$ cat config.mk
export PLATFORM = sky130hd
export DESIGN_NAME = i2c_master_seq
export DESIGN_NICKNAME = d
export VERILOG_FILES = /design/src/rtl/i2c_pkg.sv /design/src/rtl/i2c_phase_timer.sv /design/src/rtl/i2c_master_seq.sv
export SDC_FILE = /design/constraint.sdc
export NUM_CORES = 1
export LEC_CHECK = 0
export ABC_AREA = 1
export CORE_ASPECT_RATIO = 0.9
export CORE_MARGIN = 5
export CORE_UTILIZATION = 25
export DETAILED_ROUTE_END_ITERATION = 7
export MAX_ROUTING_LAYER = met4
export REMOVE_ABC_BUFFERS = 1
export SLEW_MARGIN = 20
export SYNTH_ARGS = -nofsm -noshare
export SYNTH_HDL_FRONTEND = slang
export SYNTH_SLANG_ARGS = --single-unit
export TNS_END_PERCENT = 30
$ cat constraint.sdc
create_clock -name clk -period 5.1 [get_ports clk]
set_input_delay 1.53 -clock clk [delete_from_list [all_inputs] [get_ports clk]]
set_output_delay 1.53 -clock clk [all_outputs]
set_load 0.005 [all_outputs]
$ cat src/rtl/i2c_pkg.sv
// ============================================================================
// Module  : i2c_pkg
// Purpose : Shared command, response and sequencer-state encodings for the
//           I2C byte-level master sequencer.
// Rev     : 1.0  initial release
// ============================================================================
`default_nettype none

package i2c_pkg;

    typedef enum logic [2:0] {
        CMD_START    = 3'd0,
        CMD_STOP     = 3'd1,
        CMD_WRITE    = 3'd2,
        CMD_READ_ACK = 3'd3,
        CMD_READ_NAK = 3'd4
    } i2c_cmd_e;

    typedef enum logic [1:0] {
        RSP_DONE     = 2'd0,
        RSP_NAK      = 2'd1,
        RSP_ARB_LOST = 2'd2,
        RSP_ERR      = 2'd3
    } i2c_rsp_e;

    typedef enum logic [2:0] {
        OP_IDLE  = 3'd0,
        OP_START = 3'd1,
        OP_STOP  = 3'd2,
        OP_WBIT  = 3'd3,
        OP_WACK  = 3'd4,
        OP_RBIT  = 3'd5,
        OP_RACK  = 3'd6
    } i2c_op_t;

    localparam logic [1:0] Q_SETUP  = 2'd0;
    localparam logic [1:0] Q_RISE   = 2'd1;
    localparam logic [1:0] Q_SAMPLE = 2'd2;
    localparam logic [1:0] Q_FALL   = 2'd3;

    // Data/ack bits keep SCL low in the setup and fall quarters only.
    function automatic logic bit_scl_low(input logic [1:0] quarter);
        return (quarter == Q_SETUP) || (quarter == Q_FALL);
    endfunction

endpackage

`default_nettype wire

$ cat src/rtl/i2c_phase_timer.sv
// ============================================================================
// Module  : i2c_phase_timer
// Purpose : Divides each bus bit into four quarters of CLK_DIV cycles and
//           freezes while the slave stretches SCL.
// Rev     : 1.0  initial release
// ============================================================================
`default_nettype none

module i2c_phase_timer #(
    parameter int CLK_DIV = 4
) (
    input  logic       clk,
    input  logic       rst_n,
    input  logic       run_i,
    input  logic       hold_i,
    output logic [1:0] quarter_o,
    output logic       q_end_o
);

    localparam int             CW       = (CLK_DIV > 2) ? $clog2(CLK_DIV) : 1;
    localparam logic [CW-1:0]  CNT_LAST = CW'(CLK_DIV - 1);

    logic [CW-1:0] cnt_q, cnt_d;
    logic [1:0]    quarter_q, quarter_d;

    assign q_end_o   = run_i && !hold_i && (cnt_q == CNT_LAST);
    assign quarter_o = quarter_q;

    always_comb begin
        cnt_d     = cnt_q;
        quarter_d = quarter_q;
        if (!run_i) begin
            cnt_d     = '0;
            quarter_d = '0;
        end else if (!hold_i) begin
            if (cnt_q == CNT_LAST) begin
                cnt_d     = '0;
                quarter_d = quarter_q + 2'd1;
            end else begin
                cnt_d = cnt_q + 1'b1;
            end
        end
    end

    always_ff @(posedge clk or negedge rst_n) begin
        if (!rst_n) begin
            cnt_q     <= '0;
            quarter_q <= '0;
        end else begin
            cnt_q     <= cnt_d;
            quarter_q <= quarter_d;
        end
    end

endmodule

`default_nettype wire

$ cat src/rtl/i2c_master_seq.sv
// ============================================================================
// Module  : i2c_master_seq
// Purpose : Command-driven I2C master: START/STOP/WRITE/READ sequencing with
//           clock stretching, arbitration-loss detection and open-drain drive.
// Rev     : 1.0  initial release
// ============================================================================
`default_nettype none

module i2c_master_seq
    import i2c_pkg::*;
#(
    parameter int DATA_WIDTH = 8,
    parameter int CLK_DIV    = 4
) (
    input  logic                  clk,
    input  logic                  rst_n,
    input  logic                  cmd_valid,
    output logic                  cmd_ready,
    input  logic [2:0]            cmd_code,
    input  logic [DATA_WIDTH-1:0] cmd_wdata,
    output logic                  rsp_valid,
    output logic [1:0]            rsp_code,
    output logic [DATA_WIDTH-1:0] rsp_rdata,
    input  logic                  scl_i,
    input  logic                  sda_i,
    output logic                  scl_oe,
    output logic                  sda_oe,
    output logic                  bus_busy
);

    localparam int            BW       = (DATA_WIDTH > 2) ? $clog2(DATA_WIDTH) : 1;
    localparam logic [BW-1:0] LAST_BIT = BW'(DATA_WIDTH - 1);

    i2c_op_t               op_q, op_d;
    logic                  busy_q, busy_d;
    logic [DATA_WIDTH-1:0] shreg_q, shreg_d;
    logic [BW-1:0]         bitcnt_q, bitcnt_d;
    logic                  rnak_q, rnak_d;
    logic                  nak_q, nak_d;
    logic                  rsp_valid_q, rsp_valid_d;
    logic [1:0]            rsp_code_q, rsp_code_d;
    logic [DATA_WIDTH-1:0] rsp_rdata_q, rsp_rdata_d;
    logic                  sda_hold_q, sda_hold_d;
    logic                  ready_en_q;

    logic [1:0] quarter_w;
    logic       q_end_w;
    logic       hold_w;
    logic       cmd_ready_w;
    logic       err_w;
    logic       scl_oe_w, sda_oe_w;

    // A released SCL that still reads low means the slave is stretching.
    assign hold_w = (quarter_w == Q_RISE) && !scl_i;

    i2c_phase_timer #(
        .CLK_DIV (CLK_DIV)
    ) u_timer (
        .clk       (clk),
        .rst_n     (rst_n),
        .run_i     (op_q != OP_IDLE),
        .hold_i    (hold_w),
        .quarter_o (quarter_w),
        .q_end_o   (q_end_w)
    );

    assign cmd_ready_w = ready_en_q && (op_q == OP_IDLE);
    assign cmd_ready   = cmd_ready_w;
    assign rsp_valid   = rsp_valid_q;
    assign rsp_code    = rsp_code_q;
    assign rsp_rdata   = rsp_rdata_q;
    assign bus_busy    = busy_q;
    assign scl_oe      = scl_oe_w;
    assign sda_oe      = sda_oe_w;

    always_comb begin
        scl_oe_w = 1'b0;
        sda_oe_w = 1'b0;
        case (op_q)
            OP_IDLE: begin
                scl_oe_w = busy_q;
                sda_oe_w = busy_q && sda_hold_q;
            end
            OP_START: begin
                scl_oe_w = (quarter_w == Q_SETUP) ? busy_q : (quarter_w == Q_FALL);
                sda_oe_w = quarter_w[1];
            end
            OP_STOP: begin
                scl_oe_w = (quarter_w == Q_SETUP);
                sda_oe_w = !quarter_w[1];
            end
            OP_WBIT: begin
                scl_oe_w = bit_scl_low(quarter_w);
                sda_oe_w = !shreg_q[DATA_WIDTH-1];
            end
            OP_RACK: begin
                scl_oe_w = bit_scl_low(quarter_w);
                sda_oe_w = !rnak_q;
            end
            default: begin
                scl_oe_w = bit_scl_low(quarter_w);
                sda_oe_w = 1'b0;
            end
        endcase
    end

    always_comb begin
        op_d        = op_q;
        busy_d      = busy_q;
        shreg_d     = shreg_q;
        bitcnt_d    = bitcnt_q;
        rnak_d      = rnak_q;
        nak_d       = nak_q;
        rsp_valid_d = 1'b0;
        rsp_code_d  = rsp_code_q;
        rsp_rdata_d = rsp_rdata_q;
        sda_hold_d  = (op_q == OP_IDLE) ? sda_hold_q : sda_oe_w;
        err_w       = 1'b0;
        case (op_q)
            OP_IDLE: begin
                if (cmd_valid && cmd_ready_w) begin
                    bitcnt_d = '0;
                    case (cmd_code)
                        CMD_START: op_d = OP_START;
                        CMD_STOP: begin
                            if (busy_q) op_d = OP_STOP;
                            else        err_w = 1'b1;
                        end
                        CMD_WRITE: begin
                            if (busy_q) begin
                                op_d    = OP_WBIT;
                                shreg_d = cmd_wdata;
                            end else begin
                                err_w = 1'b1;
                            end
                        end
                        CMD_READ_ACK, CMD_READ_NAK: begin
                            if (busy_q) begin
                                op_d   = OP_RBIT;
                                rnak_d = (cmd_code == CMD_READ_NAK);
                            end else begin
                                err_w = 1'b1;
                            end
                        end
                        default: err_w = 1'b1;
                    endcase
                    if (err_w) begin
                        rsp_valid_d = 1'b1;
                        rsp_code_d  = RSP_ERR;
                    end
                end
            end
            OP_START, OP_STOP: begin
                if (q_end_w && quarter_w == Q_FALL) begin
                    op_d        = OP_IDLE;
                    busy_d      = (op_q == OP_START);
                    rsp_valid_d = 1'b1;
                    rsp_code_d  = RSP_DONE;
                end
            end
            OP_WBIT: begin
                if (q_end_w && quarter_w == Q_SAMPLE && shreg_q[DATA_WIDTH-1] && !sda_i) begin
                    op_d        = OP_IDLE;
                    busy_d      = 1'b0;
                    rsp_valid_d = 1'b1;
                    rsp_code_d  = RSP_ARB_LOST;
                end else if (q_end_w && quarter_w == Q_FALL) begin
                    if (bitcnt_q == LAST_BIT) begin
                        op_d = OP_WACK;
                    end else begin
                        bitcnt_d = bitcnt_q + 1'b1;
                        shreg_d  = {shreg_q[DATA_WIDTH-2:0], 1'b0};
                    end
                end
            end
            OP_WACK: begin
                if (q_end_w && quarter_w == Q_SAMPLE) begin
                    nak_d = sda_i;
                end else if (q_end_w && quarter_w == Q_FALL) begin
                    op_d        = OP_IDLE;
                    rsp_valid_d = 1'b1;
                    rsp_code_d  = nak_q ? RSP_NAK : RSP_DONE;
                end
            end
            OP_RBIT: begin
                if (q_end_w && quarter_w == Q_SAMPLE) begin
                    shreg_d = {shreg_q[DATA_WIDTH-2:0], sda_i};
                end else if (q_end_w && quarter_w == Q_FALL) begin
                    if (bitcnt_q == LAST_BIT) op_d = OP_RACK;
                    else                      bitcnt_d = bitcnt_q + 1'b1;
                end
            end
            OP_RACK: begin
                if (q_end_w && quarter_w == Q_FALL) begin
                    op_d        = OP_IDLE;
                    rsp_valid_d = 1'b1;
                    rsp_code_d  = RSP_DONE;
                    rsp_rdata_d = shreg_q;
                end
            end
            default: op_d = OP_IDLE;
        endcase
    end

    always_ff @(posedge clk or negedge rst_n) begin
        if (!rst_n) begin
            op_q        <= OP_IDLE;
            busy_q      <= 1'b0;
            shreg_q     <= '0;
            bitcnt_q    <= '0;
            rnak_q      <= 1'b0;
            nak_q       <= 1'b0;
            rsp_valid_q <= 1'b0;
            rsp_code_q  <= RSP_DONE;
            rsp_rdata_q <= '0;
            sda_hold_q  <= 1'b0;
            ready_en_q  <= 1'b0;
        end else begin
            op_q        <= op_d;
            busy_q      <= busy_d;
            shreg_q     <= shreg_d;
            bitcnt_q    <= bitcnt_d;
            rnak_q      <= rnak_d;
            nak_q       <= nak_d;
            rsp_valid_q <= rsp_valid_d;
            rsp_code_q  <= rsp_code_d;
            rsp_rdata_q <= rsp_rdata_d;
            sda_hold_q  <= sda_hold_d;
            ready_en_q  <= 1'b1;
        end
    end

endmodule

`default_nettype wire

==> flow_summary.json, run 1 <==
{
  "drc": 0,
  "p_leak_nw": 1.22,
  "gr-usage-all-layers_pct": 10.1,
  "dpl_cell_area_um2": 2370,
  "gp_congestion": 0.889,
  "async_flop_share_pct": 100,
  "crit_path_end_kind": "output port",
  "postCtsResizedCells": 0,
  "dp_cells": 369,
  "root_buffer": "clkbuf_8",
  "min_path_type": "reg2reg",
  "maxSlewViolCount": 0,
  "wl_met2_mm": 1.89,
  "critPathMaxFanout": 11,
  "core_um2": 7580,
  "ir_drop_v": 0.000198,
  "drive_gt1_share_pct": 11.8,
  "cts_setup_buffers": 0,
  "grt_first_pass_wirelength_mm": 7.58,
  "cts_tree": "yes",
  "pre_cts_slack_ns": 1.72,
  "path_clk_slew_ns": 0.07,
  "wl_mm": 4.42,
  "cp-start-kind": "flip-flop",
  "final_antenna_net_count": 0,
  "met3_length_um": 195,
  "nNetsFinal": 303,
  "min_from": "rsp_rdata[6]$_DFFE_PN0P_",
  "io_pins": 31,
  "top_layer": "met4",
  "stdcell_count": 376,
  "synth_area_um2": 1960,
  "synth_edf_count": 0,
  "setup_viol": 0,
  "cts_buffers": 5,
  "synth-seq-cells": 34,
  "utilization_pct": 32.3,
  "syn_avg_cell_area_um2": 8.05,
  "fp.dieArea_um2": 9730,
  "wl_met1_mm": 2.30,
  "cp-startpoint": "op_q[0]$_DFFE_PN0P_",
  "overflow": 0,
  "p_per_area_nw_per_um2": 451,
  "vias_per_cell": 4.38,
  "yosysWarnings": 0,
  "synthDominantCellAreaShare_pct": 43.3,
  "fin_area_um2": 2450,
  "n_antenna_cell": 0,
  "tightest_slew_ns": 0.509,
  "numPortBuffers": 30,
  "drt_iter0_drc": 104,
  "synth_top_cell_by_area": "dfrtp_1",
  "die_y_um": 94.1,
  "finalCriticalPeriod_ns": 3.69,
  "area_delta_synth_final_pct": 24.8,
  "clock_skew_ns": 0.00356,
  "worst_slack_ns": 1.41,
  "crit_arrival_ns": 2.16,
  "synth.distinct_cells": 26,
  "dr.pass1.iters": 4,
  "ff2ff_path_depth": 10,
  "slew_headroom_pct": 65.9,
  "maxCapViolCount": 0,
  "fp.dieW_um": 103,
  "whs_ns": 0.488,
  "syn_inst": 244,
  "cts_buffer_depth": 2,
  "worstPathRequired_ns": 3.57,
  "grt_max_degree": 25,
  "worstSetupPathType": "reg2out",
  "antenna_found_initial": 0,
  "total_power_mw": 1.11,
  "clk_latency_ns": 0.29,
  "clkSinkCount": 34,
  "cts_htree_levels": 2,
  "vias": 1646,
  "rsz0062_at_grt": "false",
  "outcome": "completed",
  "rr_startpoint": "op_q[0]$_DFFE_PN0P_",
  "hold_violations": 0,
  "grt_pass1_vias": 1584,
  "tns_ns": 0,
  "rows": 30,
  "routedWlPerCell_um": 11.8,
  "postCtsHoldBufs": 0,
  "ys.flop_type": "dfrtp_1",
  "period_share_pct": 72.4,
  "hpwl_mm": 3.45,
  "min_path_cells": 2,
  "max_freq_mhz": 271,
  "ys_seq_area_share_pct": 43.3,
  "start_util_pct": 25.9,
  "synthTopCellsByArea": "dfrtp_1 43%, nand2_1 13%, o21ai_0 5.9%, inv_1 5.5%, ha_1 4.5%"
}
-- cell usage after synthesis, types with 2 or more instances --
library cell  instances
nor2_1               20
nor2_2                3
nor3_1                3
o21ai_2               8
mux2i_1               6
ha_1                  7
nand4_1               4
dfrtp_1              34
mux2_2                6
nor2_4                2
or2_2                 2
nand2_1              70
o21ai_0              23
nand3_1              10
inv_2                 2
a21oi_1               5
nand3b_1              2
inv_1                29
-- layout by cell type (no fill, tap or decap), drive strengths merged, types with 2 or more instances in the layout --
cell	Yosys	final
clkinv	0	2
inv	31	31
nand3	11	11
mux2	6	6
ha	7	7
dfrtp	34	34
nand2	70	70
clkbuf	0	5
nand4	4	4
o21ai	31	31
mux2i	6	6
nor3	3	3
nor2	25	25
a21oi	5	5
clkdlybuf4s50	0	30
nand3b	3	3
or2	2	2
-- power breakdown --
part           leakage [nW]  switching (mW)  internal (mW)  total [mW]
Clock                0.0438          0.0959         0.0915       0.187
Combinational         0.733           0.324          0.207       0.531
Sequential            0.447          0.0525          0.336       0.389
Total                  1.22           0.472          0.635        1.11
-- per-layer routing --
| layer | up-vias | global-route usage, % |
|---|---|---|
| li1 | 861 | - |
| met1 | 748 | 14.0 |
| met2 | 32 | 14.4 |
| met3 | 5 | 2.52 |
| met4 | 0 | 2.91 |
| met5 | - | - |
-- kinds of logic after synthesis --
logic type | after synthesis | share of synthesized area [%]
AND/OR/NAND/NOR | 118 | 26.8
AO/OA/AOI/OAI | 39 | 11.8
flip-flops | 34 | 43.3
buffers and inverters | 33 | 6.88
multiplexers | 12 | 6.50
adder cells (fa/ha/maj) | 7 | 4.46
other | 1 | 0.191
-- worst paths after layout --
path,slack (ns),end
hold reg to reg,0.49,rsp_rdata[6]$_DFFE_PN0P_
min in group asynchronous,1.58,rsp_code[0]$_DFFE_PN0P_
setup / recovery,1.41,sda_oe
max in group asynchronous,2.81,sda_hold_q$_DFFE_PN0P_
setup reg to reg,2.87,shreg_q[6]$_DFFE_PN0P_
hold / removal,0.49,rsp_rdata[6]$_DFFE_PN0P_
-- worst max-delay path: stages, from the launching register on --
cell             delay [ns]
dfrtp_1                0.43
nor2_1                 0.21
nand2_1                0.29
nor2_1                 0.18
inv_1                  0.06
o21ai_0                0.17
clkdlybuf4s50_1        0.53
-- final cells by class --
| type | instances | area (µm²) |
|---|---|---|
| clock buffer | 5 | 68.8 |
| clock inverter | 2 | 10.0 |
| fill | 814 | 5130 |
| inverter | 31 | 116 |
| multi-input combinational | 177 | 978 |
| sequential | 34 | 851 |
| tap | 96 | 120 |
| timing repair buffer | 31 | 308 |
-- sequential cells by signal, summed over array words and instances, names as in the netlist --
| name | flops |
|---|---|
| rnak_q | 1 |
| bitcnt_q | 3 |
| shreg_q | 8 |
| rsp_rdata | 8 |
| rsp_valid | 1 |
| sda_hold_q | 1 |
| bus_busy | 1 |
| op_q | 3 |
| rsp_code | 2 |
| nak_q | 1 |
| u_timer.quarter_o | 2 |
| u_timer.cnt_q | 2 |
| ready_en_q | 1 |
No activity file was read; power rests on OpenSTA's default activity.
==> run 2, diff against run 1 <==
==> constraint.sdc (replaced) <==
create_clock -name clk -period 3.15 [get_ports clk]
set_input_delay 0.945 -clock clk [delete_from_list [all_inputs] [get_ports clk]]
set_output_delay 0.945 -clock clk [all_outputs]
set_load 0.005 [all_outputs]
==> run 2 against run 1 <==
Final cell count up 0.53%. Power up 74%. Cell area up 2.0%. Clock power up 120%. First-iteration DRC count up 1.9%. Hold slack better by 0.0014 ns. Largest cell class unchanged. Largest power group unchanged.
==> flow_summary.json, run 2 (synthesis results as in run 1) <==
{
  "cts_setup_buffers": 0,
  "gp_congestion": 0.908,
  "min_to": "shreg_q[6]$_DFFE_PN0P_",
  "rr_startpoint": "u_timer.quarter_o[1]$_DFFE_PN0P_",
  "grt_max_degree": 35,
  "cts_tree": "yes",
  "worstSetupPathType": "reg2out",
  "area_delta_synth_final_pct": 27.3,
  "maxSlewViolCount": 0,
  "root_buffer": "clkbuf_8",
  "tns_ns": 0,
  "regToRegEndpoint": "rsp_rdata[1]$_DFFE_PN0P_",
  "core_um2": 7580,
  "die_y_um": 94.1,
  "clock_skew_ns": 0.00525,
  "p_per_area_nw_per_um2": 769,
  "rows": 30,
  "finalCriticalPeriod_ns": 2.96,
  "postCtsResizedCells": 0,
  "io_pins": 31,
  "r2r_setup_slack_ns": 1.05,
  "routedWlPerCell_um": 11.9,
  "cts_buffers": 5,
  "overflow": 0,
  "min_path_type": "reg2reg",
  "maxCapViolCount": 0,
  "drive_gt1_share_pct": 13.1,
  "vias": 1653,
  "setup_viol": 0,
  "final_antenna_net_count": 0,
  "worst_slack_ns": 0.187,
  "path_clk_slew_ns": 0.07,
  "postCtsHoldBufs": 0,
  "dr.pass1.iters": 4,
  "wl_mm": 4.50,
  "drc": 0,
  "fp.dieArea_um2": 9730,
  "gr-usage-all-layers_pct": 10.4,
  "period_share_pct": 94.0,
  "final_cell_mix": "70 x nand2_1, 33 x dfrtp_1, 30 x clkdlybuf4s50_1",
  "n_antenna_cell": 0,
  "outcome": "completed",
  "fp.dieW_um": 103,
  "critPathMaxFanout": 6,
  "hpwl_mm": 3.45,
  "numPortBuffers": 30,
  "crit_arrival_ns": 2.02,
  "multi_input_area_um2": 983,
  "start_util_pct": 25.9,
  "worstPathRequired_ns": 2.20,
  "regArea_um2": 852,
  "nNetsFinal": 304,
  "cts_buffer_depth": 2,
  "min_path_cells": 2,
  "ir_drop_v": 0.000285,
  "pre_cts_slack_ns": 0.389,
  "max_freq_mhz": 338,
  "clk_latency_ns": 0.29,
  "clkSinkCount": 34,
  "cp-start-kind": "flip-flop",
  "drt_iter0_drc": 106,
  "crit_path_end_kind": "output port",
  "final_common_cell": "nand2_1",
  "cts_htree_levels": 2,
  "antenna_found_initial": 0,
  "ff2ff_path_depth": 9,
  "num-fill-cells": 794,
  "vias_per_cell": 4.37,
  "grt_pass1_vias": 1664,
  "hold_violations": 0,
  "p_leak_nw": 1.24,
  "min_from": "shreg_q[6]$_DFFE_PN0P_",
  "grt_first_pass_wirelength_mm": 7.82
}
==> run 2: per-layer routing <==
layer	GRT usage (%)	part of all wire [%]	vias up
met5	-	0	-
met1	14.1	49	745
met4	2.70	1.2	0
li1	-	-	864
met3	2.82	4.7	8
met2	15.3	45	36
==> run 2: power breakdown <==
part / total [mW] / switching (mW) / leakage [nW] / internal (mW)
logic: 0.876 / 0.526 / 0.740 / 0.350
registers: 0.639 / 0.0939 / 0.445 / 0.545
clock network: 0.409 / 0.173 / 0.0504 / 0.235
==> run 2: cell type report <==
type | count | share of cell area (%)
clock buffers | 5 | 2.75
repair buffers | 32 | 12.6
clock inverters | 3 | 1.80
multi-input cells | 177 | 39.3
well taps | 96 | 4.80
inverters | 31 | 4.65
flip-flops and latches | 34 | 34.1
==> run 2: critical path, cell delays in order (launching register included) <==
cell and delay, ns:
dfrtp_2 0.46, inv_1 0.09, nor2_1 0.04, inv_1 0.09
nor2_1 0.06, nand2_1 0.07, o21ai_0 0.08, a211oi_1 0.23
o21ai_0 0.14, clkdlybuf4s50_1 0.47
==> run 2: how the worst max path moves through the flow <==
| stage | start | endpoint | slack (ns) | depth (start not counted) |
|---|---|---|---|---|
| after floorplan | op_q[0]$_DFFE_PN0P_ | sda_oe | 1.08 | 5 |
| after global placement | scl_i | rsp_rdata[1]$_DFFE_PN0P_ | 0.41 | 7 |
| after detailed placement | scl_i | rsp_rdata[2]$_DFFE_PN0P_ | 0.39 | 7 |
| after CTS | op_q[2]$_DFFE_PN0P_ | sda_oe | 0.15 | 6 |
| after global routing | op_q[1]$_DFFE_PN0P_ | sda_oe | -0.004 | 9 |
| final | op_q[1]$_DFFE_PN0P_ | sda_oe | 0.19 | 9 |
==> run 2: metrics by stage <==
stage	cell area [µm²]	total power [mW]	instances	util, %	hold slack, ns
6_report	2500	1.92	378	33.0	0.490
5_1_grt	2500	2.11	378	33.0	0.524
4_1_cts	2490	1.94	378	32.9	0.490
3_5_place_dp	2380	1.52	370	31.4	0.472
3_3_place_gp	2380	1.51	370	31.4	0.467
2_1_floorplan	1950	1.23	242	-	0.448
==> run 3, diff against run 2 <==
==> constraint.sdc (replaced) <==
create_clock -name clk -period 3 [get_ports clk]
set_input_delay 0.9 -clock clk [delete_from_list [all_inputs] [get_ports clk]]
set_output_delay 0.9 -clock clk [all_outputs]
set_load 0.005 [all_outputs]
==> run 3 against run 2 <==
Critical path depth shrank 4. Non-clock buffer count is the same. Final cell count is the same. Flip-flop and latch count is the same. Count of clock-buffer cells in the layout is the same. Sequential share of layout area is essentially flat. Utilization is essentially flat. Worst setup slack gained 0.013 ns. Hold slack is essentially flat.
==> flow_summary.json, run 3 (synthesis results as in run 1) <==
{
  "min_path_type": "reg2reg",
  "total_power_mw": 2.02,
  "area_delta_synth_final_pct": 27.5,
  "start_util_pct": 25.9,
  "grt_first_pass_wirelength_mm": 7.82,
  "worstSetupPathType": "reg2out",
  "cts_htree_levels": 2,
  "drc": 0,
  "fp.dieW_um": 103,
  "combPwrFrac_pct": 45.5,
  "clock_skew_ns": 0.00523,
  "p_int_mw": 1.19,
  "drt_iter0_drc": 106,
  "max_freq_mhz": 357,
  "drive_gt1_share_pct": 13.1,
  "postCtsHoldBufs": 0,
  "path_clk_slew_ns": 0.07,
  "overflow": 0,
  "final_common_cell": "nand2_1",
  "setup_viol": 0,
  "cts_buffer_depth": 2,
  "outcome": "completed",
  "cts_tree": "yes",
  "power_frac_clock_pct": 21.3,
  "fin_area_um2": 2500,
  "crit_path_end_kind": "output port",
  "cts_buffers": 5,
  "vias_per_cell": 4.38,
  "period_share_pct": 93.3,
  "p_per_area_nw_per_um2": 806,
  "tns_ns": 0,
  "nNetsFinal": 304,
  "core_um2": 7580,
  "wl_mm": 4.49,
  "die_y_um": 94.1,
  "root_buffer": "clkbuf_8",
  "critPathMaxFanout": 10,
  "worstPathRequired_ns": 2.10,
  "hpwl_mm": 3.45,
  "ir_drop_v": 0.000300,
  "antenna_found_initial": 0,
  "p_leak_nw": 1.25,
  "fp.dieArea_um2": 9730,
  "grt_max_degree": 35,
  "routedWlPerCell_um": 11.9,
  "crit_arrival_ns": 1.90,
  "n_antenna_cell": 0,
  "vias": 1656,
  "final_cell_mix": "70 x nand2_1, 33 x dfrtp_1, 29 x inv_1, 29 x clkdlybuf4s50_1, 22 x o21ai_0",
  "rows": 30,
  "gr-usage-all-layers_pct": 10.4,
  "seqPwrFrac_pct": 33.3,
  "io_pins": 31,
  "finalCriticalPeriod_ns": 2.80,
  "hold_violations": 0,
  "numPortBuffers": 30,
  "final_antenna_net_count": 0,
  "power_switching_mw": 0.832,
  "maxCapViolCount": 0,
  "swShare_pct": 41.3,
  "gp_congestion": 0.908,
  "rsz0062_at_grt": "false",
  "maxSlewViolCount": 0,
  "clk_latency_ns": 0.29,
  "clkSinkCount": 34,
  "dpl_cell_area_um2": 2380,
  "cp-start-kind": "flip-flop",
  "grt_pass1_vias": 1664,
  "dr.pass1.iters": 4
}
==> run 3: changes by cell type in the layout (fill, tap and decap cells not counted), sizes merged <==
cell / delta
dlymetal6s2s: +1
clkdlybuf4s50: -1
==> run 3: worst max-delay path, cell delays in order (launching register included) <==
cell and delay, ns:
dfrtp_1 0.45, nor2_1 0.21, nand2_1 0.10, buf_4 0.19
nor2_1 0.14, clkdlybuf4s50_1 0.52
==> run 3: repair_timing <==
action / in CTS / in global routing
setup buffers: 0 / 0
gates resized for setup: 0 / 4
endpoints found under the setup margin: 0 / 1
==> run 3: area by class of cell <==
| type | instances | area, µm² |
|---|---|---|
| multi-input combinational | 177 | 983 |
| timing repair buffer | 32 | 318 |
| fill | 793 | 5080 |
| clock inverter | 3 | 45.0 |
| inverter | 31 | 116 |
| sequential | 34 | 852 |
| clock buffer | 5 | 68.8 |
| tap | 96 | 120 |
==> run 3: power groups by stage <==
stage                     Sequential [mW]  Combinational [mW]  Clock (mW)
after floorplan                     0.648               0.645           0
after global placement              0.674               0.913           0
after detailed placement            0.675               0.921           0
after CTS                           0.667               0.926       0.445
after global routing                0.686                1.06       0.465
final                               0.671               0.918       0.429
==> run 3: metrics by stage <==
stage / setup WS (ns) / utilization [%] / instances / hold slack, ns
finish: 0.200 / 33.0 / 378 / 0.490
floorplan: 0.977 / - / 242 / 0.448
CTS: 0.0458 / 32.9 / 378 / 0.490
detailed placement: 0.284 / 31.4 / 370 / 0.472
global route: 0.0635 / 33.0 / 378 / 0.524
global placement: 0.304 / 31.4 / 370 / 0.467
==> run 3: final timing paths <==
kind	startpoint	slack, ns	cells past startpoint	end
max in group asynchronous	rst_n	1.63	2	op_q[1]$_DFFE_PN0P_
min reg2reg	shreg_q[6]$_DFFE_PN0P_	0.49	2	shreg_q[6]$_DFFE_PN0P_
min	shreg_q[6]$_DFFE_PN0P_	0.49	2	shreg_q[6]$_DFFE_PN0P_
max reg2reg	u_timer.quarter_o[1]$_DFFE_PN0P_	0.90	9	rsp_rdata[1]$_DFFE_PN0P_
max	op_q[0]$_DFFE_PN0P_	0.20	5	cmd_ready
min in group asynchronous	rst_n	1.03	2	rsp_code[0]$_DFFE_PN0P_
==> run 3: layer usage <==
metal	up-vias	wire (µm)	track usage (%)
li1	864	-	-
met1	748	2170	14.1
met2	36	2050	15.3
met3	8	221	2.82
met4	0	56	2.70
met5	-	0	-
